### src/rtl/hazard_ctrl.sv
// Hazard and multi-cycle scheduling controller for the five-stage MIPS core.
// Produces the freeze/bubble controls, the HI/LO busy window and a stall counter.
module hazard_ctrl #(
   parameter int MULT_LAT = 5,
   parameter int DIV_LAT  = 10,
   parameter int CNT_W    = 4
) (
   input  logic        clk,
   input  logic        reset,
   input  logic [4:0]  D_rs,
   input  logic [4:0]  D_rt,
   input  logic [1:0]  D_tuse_rs,
   input  logic [1:0]  D_tuse_rt,
   input  logic        D_is_md,
   input  logic [4:0]  E_A3,
   input  logic [1:0]  E_tnew,
   input  logic [4:0]  M_A3,
   input  logic [1:0]  M_tnew,
   input  logic        E_md_start,
   input  logic        E_md_div,
   output logic        stall,
   output logic        pc_en,
   output logic        fd_en,
   output logic        de_clr,
   output logic        md_busy,
   output logic [31:0] stall_cycles
);

   typedef enum logic {
      MD_IDLE,
      MD_BUSY
   } md_state_t;

   md_state_t        r_state;
   logic [CNT_W-1:0] r_cnt;
   logic [31:0]      r_stall_cycles;

   logic w_stall_rs;
   logic w_stall_rt;
   logic w_stall_md;
   logic w_stall;

   // A source stalls only when its producer's result arrives later than D needs it.
   assign w_stall_rs = (D_rs != 5'd0) &
                       (((D_rs == E_A3) & (D_tuse_rs < E_tnew)) |
                        ((D_rs == M_A3) & (D_tuse_rs < M_tnew)));
   assign w_stall_rt = (D_rt != 5'd0) &
                       (((D_rt == E_A3) & (D_tuse_rt < E_tnew)) |
                        ((D_rt == M_A3) & (D_tuse_rt < M_tnew)));
   // The start term covers the cycle before the busy window opens.
   assign w_stall_md = D_is_md & ((r_state == MD_BUSY) | E_md_start);
   assign w_stall    = w_stall_rs | w_stall_rt | w_stall_md;

   assign stall        = w_stall;
   assign pc_en        = ~w_stall;
   assign fd_en        = ~w_stall;
   assign de_clr       = w_stall;
   assign md_busy      = (r_state == MD_BUSY);
   assign stall_cycles = r_stall_cycles;

   // NOTE: sequential state uses non-blocking assignments so every register
   // samples pre-edge values regardless of statement order.
   always_ff @(posedge clk) begin
      if (reset) begin
         r_state <= MD_IDLE;
         r_cnt   <= '0;
      end else begin
         case (r_state)
            MD_IDLE: begin
               if (E_md_start) begin
                  r_cnt   <= E_md_div ? CNT_W'(DIV_LAT) : CNT_W'(MULT_LAT);
                  r_state <= MD_BUSY;
               end
            end
            MD_BUSY: begin
               // A start seen here is illegal and deliberately ignored.
               r_cnt <= r_cnt - CNT_W'(1);
               if (r_cnt == CNT_W'(1)) begin
                  r_state <= MD_IDLE;
               end
            end
            default: begin
               r_state <= MD_IDLE;
               r_cnt   <= '0;
            end
         endcase
      end
   end

   always_ff @(posedge clk) begin
      if (reset) begin
         r_stall_cycles <= '0;
      end else if (w_stall && (r_stall_cycles != 32'hFFFF_FFFF)) begin
         r_stall_cycles <= r_stall_cycles + 32'd1;
      end
   end

endmodule

### config.mk
export PLATFORM = sky130hd
export DESIGN_NAME = hazard_ctrl
export DESIGN_NICKNAME = d
export VERILOG_FILES = /design/src/rtl/hazard_ctrl.sv
export SDC_FILE = /design/constraint.sdc
export NUM_CORES = 1
export LEC_CHECK = 0
export ABC_CLOCK_PERIOD_IN_PS = 2500
export CORE_ASPECT_RATIO = 0.75
export CORE_UTILIZATION = 43
export CTS_CLUSTER_DIAMETER = 150
export DETAILED_ROUTE_END_ITERATION = 12
export PLACE_DENSITY = 0.84
export SLEW_MARGIN = 10
export SYNTH_ARGS = -nofsm -noshare
export SYNTH_HDL_FRONTEND = slang
export SYNTH_SLANG_ARGS = --single-unit
### constraint.sdc
create_clock -name clk -period 2.5 [get_ports clk]
set_clock_uncertainty 0.15 [all_clocks]
set_input_delay 0.5 -clock clk [delete_from_list [all_inputs] [get_ports clk]]
set_output_delay 0.5 -clock clk [all_outputs]
set_load 0.02 [all_outputs]
# Word-level counts from Yosys, hierarchy flattened
# Cells that the tools add are included.
# classes
n_reduce_logical,3
eq_ne,7
magnitude_cmp,4
n_mux,6
bitwise_logic,14
add_sub_neg,2
# op_table
operator,count
$add A32 B1 Y32 const B,1
$ne A32 B32 Y1 const B,1
$eq A5 B5 Y1,4
$reduce_bool A5 Y1,2
$lt A2 B2 Y1,4
$mux W4,2
$pmux W4 S2,1
$and A1 B1 Y1,7
$or A1 B1 Y1,5
$eq A4 B1 Y1 const B,1
$sub A4 B1 Y4 const B,1
$mux W1,2
$ne A2 B2 Y1 const B,1
$not A1 Y1,2
$pmux W1 S2,1
$logic_and A1 B1 Y1,1
# totals
out_inout_bits,37
in_bits,33
wordCells,39
ff_bits,37

# Logic depth before layout (Yosys ltp)
# depth
word_depth,7
depth_mapped,10
mapped_depth_nobuf,9

# Worst setup path before layout
# Ideal clock, no wire load.
# synth_path
path_type,input port to output port
startpoint,input E_tnew[1]
endpoint,output stall
t_required_ns,1.850
path_buffers,2
t_arrival_ns,2.073
stages,9
path_slack_ns,-0.223
cell_sequence,inv_1 -> ha_1 -> a2111oi_0 -> nand4_1 -> a21oi_1 -> nor3_1 -> buf_2 -> inv_1 -> buf_4
# synth_via
elab_chain_cells,6
word_cells_on_any_way,10
cone_classes,order compare (2); bitwise (8)
# synth_lines
item,line_no,text
from (decl),16,"input logic [1:0] E_tnew,"
$lt A2 B2 Y1 (on tied branches),"45, 48",
$and A1 B1 Y1 (on tied branches),"45, 48",
$or A1 B1 Y1 (on tied branches),"45, 48",
$and A1 B1 Y1 (on tied branches),"44, 47",
$or A1 B1 Y1 * (2 in a row),52,assign w_stall = w_stall_rs | w_stall_rt | w_stall_md;
to (decl),21,"output logic stall,"
# Every way passes the cells marked *; elsewhere a longest branch is shown, timed or not.

# Worst setup path after layout
# layout_path
startpoint,input D_rt[3]
endpoint,output de_clr
# layout_via
elab_chain_cells,6
word_cells_on_any_way,9
cone_classes,eq/ne (2); bitwise (6); reduce/logical (1)
# layout_lines
item,line_no,text
from (decl),11,"input logic [4:0] D_rt,"
$eq A5 B5 Y1 (on tied branches),"48, 49",
$and A1 B1 Y1 (on tied branches),"48, 49",
$or A1 B1 Y1,48,(((D_rt == E_A3) & (D_tuse_rt < E_tnew)) |
$and A1 B1 Y1 *,47,assign w_stall_rt = (D_rt != 5'd0) &
$or A1 B1 Y1 * (2 in a row),52,
to (decl),24,"output logic de_clr,"
# Marked as above.

==> results.md <==
* Routed wire per std cell at 21.30 um
* Worst-Margin Slew at 0.5055 ns
* Hold buffers post-CTS at 0
* HP Class: reg -> reg
* Critical path class: in -> out
* Synth warn at 0
* Reg clk slew, reported paths at 0.07 ns
* Vias at 2962
* Total of max-cap violations at 0
* Initial DRC Count at 345
* Synth Flop Type: dfxtp_1
* Global-route wire length before repair at 11970 um
* NumNets Final at 436
* EDFF count, synth at 0
* Violated checks: negative setup slack
* Total global routing overflow at 0
* Placer Congestion at 0.8944
* Period utilization at 107.2%
* Cell Pwr Density at 383.0 mW/mm^2
* Switching power at 456.8 uW
* Static Leak at 1.475 nW
* Fraction of registers with async set/reset at 0%
* Top cells by area, synth: dfxtp_1 (31%), nand4_1 (4.9%), a21oi_1 (4.5%)
* Post-route cell area at 0.004185 sq mm
* Clock Path Buffers at 2
* Yosys top cell by area: dfxtp_1
* Placed inst area at 0.003343 sq mm
* Finished Layout Cells at 472
* Antenna-violating nets left at 0
* Syn Inst Count at 295
* Yosys top cell area share at 30.53%
* HPWL after detailed placement at 4993 um
* Die height at 67.05 um
* Inserted Clock Buffers at 5
* Final Max Slew Viols at 0
* CTS tree: yes
* Status: finished, violations left
* DP Cell Count at 447
* CP arrival at 2.03 ns
* Die area at 0.005950 sq mm
* Die X at 88.74 um
* Final setup viols at 25
* Worst-path fanout max at 3
* FF+latch count, synth at 37
* Max-slew headroom at 66.30%
* Critical path endpoint category: output pin
* Min setup slack post-route at -0.1796 ns
* Layout cells sized above 1 at 41.06%
* Vias in the first global route at 2540
* Area growth syn-to-layout at 72.51%
* Util after Layout at 77.77%
* # rows at 23
* WP data required at 1.85 ns
* Syn avg cell area at 8.224 sq um
* Clock network fraction of design power at 34.9%
* DRC viols at 0
* VDD IR max at 0.0002362 V
* Tmin final at 2.680 ns
* FILL cells at 307
* Antenna cells at 0
* Netlist cell types at 44
* Clk sinks at 37
* Port bufs at 69
* TNS Setup at -2.036 ns
* Hold_ws at 0.3639 ns
* # IOs at 70
* Fmax at 373.2 MHz
* Sequential share of the synthesized area at 30.53%
* Largest net degree at the start of global routing at 51
* H-tree lvl count at 2
* Startpoint types: input pin
* Reg power frac at 38.2%
* All-Layer GR Usage at 26.05%
* Clock Tree Root: clkbuf_8
* Initial antenna violation count at 0
* Internal Pwr Total at 1.146 mW
* Final WL at 10050 um
* Final hold viol count at 0
* R2R Setup Slk at -0.08 ns
* Clk_lat worst skew at 0.31 ns
* Pre-Repair DR Iteration Count at 5
* Logic pwr share at 26.9%
* Core Area at 0.005381 sq mm
* Sw Share at 28.50%
* Overall Power at 1.603 mW
* Starting density of the core at 45.08%
* Worst slack at placement at -0.9030 ns
* Mapped Nets at 335
* RSZ-0062 raised after global routing: yes
* Register area at 742.0 sq um
* Area of the multi-input gates at 0.002067 sq mm
* Vias/cell at 6.275
* Mapped Area at 0.002426 sq mm
==> critical path, cell delays in order <==
cell and delay [ns]:
buf_6 0.09, or4_4 0.55, nor2_4 0.16, a21oi_4 0.06, nor3_4 0.28, clkinvlp_4 0.21, buf_6 0.17
==> state kept, by name, indices dropped and copies added (netlist names) <==
register      cells
r_cnt             4
stall_cycles     32
md_busy           1
==> cells in the mapped netlist, types with 6 or more instances <==
cell type  number
a21oi_1        22
clkbuf_1        6
dfxtp_1        37
ha_1            7
inv_1          10
mux2_1          6
nand2_1         9
nand3_1        10
nand4_1        19
nor2_1         24
nor2b_1        15
nor3_1         10
nor4_1          6
o21ai_0        13
o31ai_1         9
or3_1           9
or4_1          11
xnor2_1        10
xor2_1         10
==> final cells by class <==
| cell class | count | share of cell area [%] |
|---|---|---|
| Clock buffer | 7 | 2.063 |
| Clock inverter | 1 | 0.7175 |
| Inverter | 10 | 1.106 |
| Multi-Input combinational cell | 231 | 49.39 |
| Sequential cell | 37 | 17.73 |
| Tap cell | 75 | 2.242 |
| Timing Repair Buffer | 111 | 26.76 |
==> worst paths after layout <==
path / to / start / cells after the start
max: de_clr / D_rt[3] / 7
min: stall_cycles[21] / stall_cycles[21] / 2
max reg2reg: stall_cycles[21] / stall_cycles[0] / 7
min reg2reg: stall_cycles[21] / stall_cycles[21] / 2
==> logic make-up (layout without fill, tap and decap cells) <==
logic type	after synthesis	after routing	share of synthesized area, %
XOR/XNOR	20	20	7.220
flip-flops	37	37	30.53
AO/OA/AOI/OAI	55	55	13.56
multiplexers	12	12	6.189
adder cells (fa/ha/maj)	7	7	3.610
AND/OR/NAND/NOR	136	137	32.95
buffers and inverters	28	129	5.931
==> cell usage in the layout, fill, tap and decap left out, drive strengths merged, types with 3 or more instances in the layout <==
cell type	netlist	final
buf	12	53
clkdlybuf4s50	0	37
dfxtp	37	37
nor2	24	24
a21oi	22	22
nand4	20	20
clkbuf	6	16
nor2b	15	15
o21ai	13	13
mux2	12	12
or4	11	11
nand2	11	11
xnor2	10	10
nand3	10	10
nor3	10	10
xor2	10	10
inv	10	9
or3	9	9
o31ai	9	9
nor4	7	7
ha	7	7
dlygate4sd2	0	6
and2	4	5
a211oi	4	4
and3	4	4
and4	3	3
clkdlybuf4s15	0	3
==> power by group through the flow <==
stage / registers [mW] / logic (mW) / clock network [mW]
after detailed placement: 0.625 / 0.285 / 0
final: 0.612 / 0.431 / 0.560
after global placement: 0.624 / 0.279 / 0
after CTS: 0.611 / 0.336 / 0.551
after global routing: 0.613 / 0.455 / 0.587
after floorplan: 0.628 / 0.139 / 0
==> repair_timing <==
| item | in CTS | in global routing |
|---|---|---|
| cloned | 1 | 4 |
| pin swaps | 31 | 51 |
| gates resized for setup | 135 | 82 |
| endpoints found under the setup margin | 36 | 34 |
| buffers inserted | 1 | 11 |
==> per-layer routing <==
layer  share of wire [%]  track usage [%]
met5                   0                0
met4                 4.3            8.468
met3                 7.2            4.833
met2                  47            42.12
met1                  41            34.86
(Power assumes the default switching activity.)
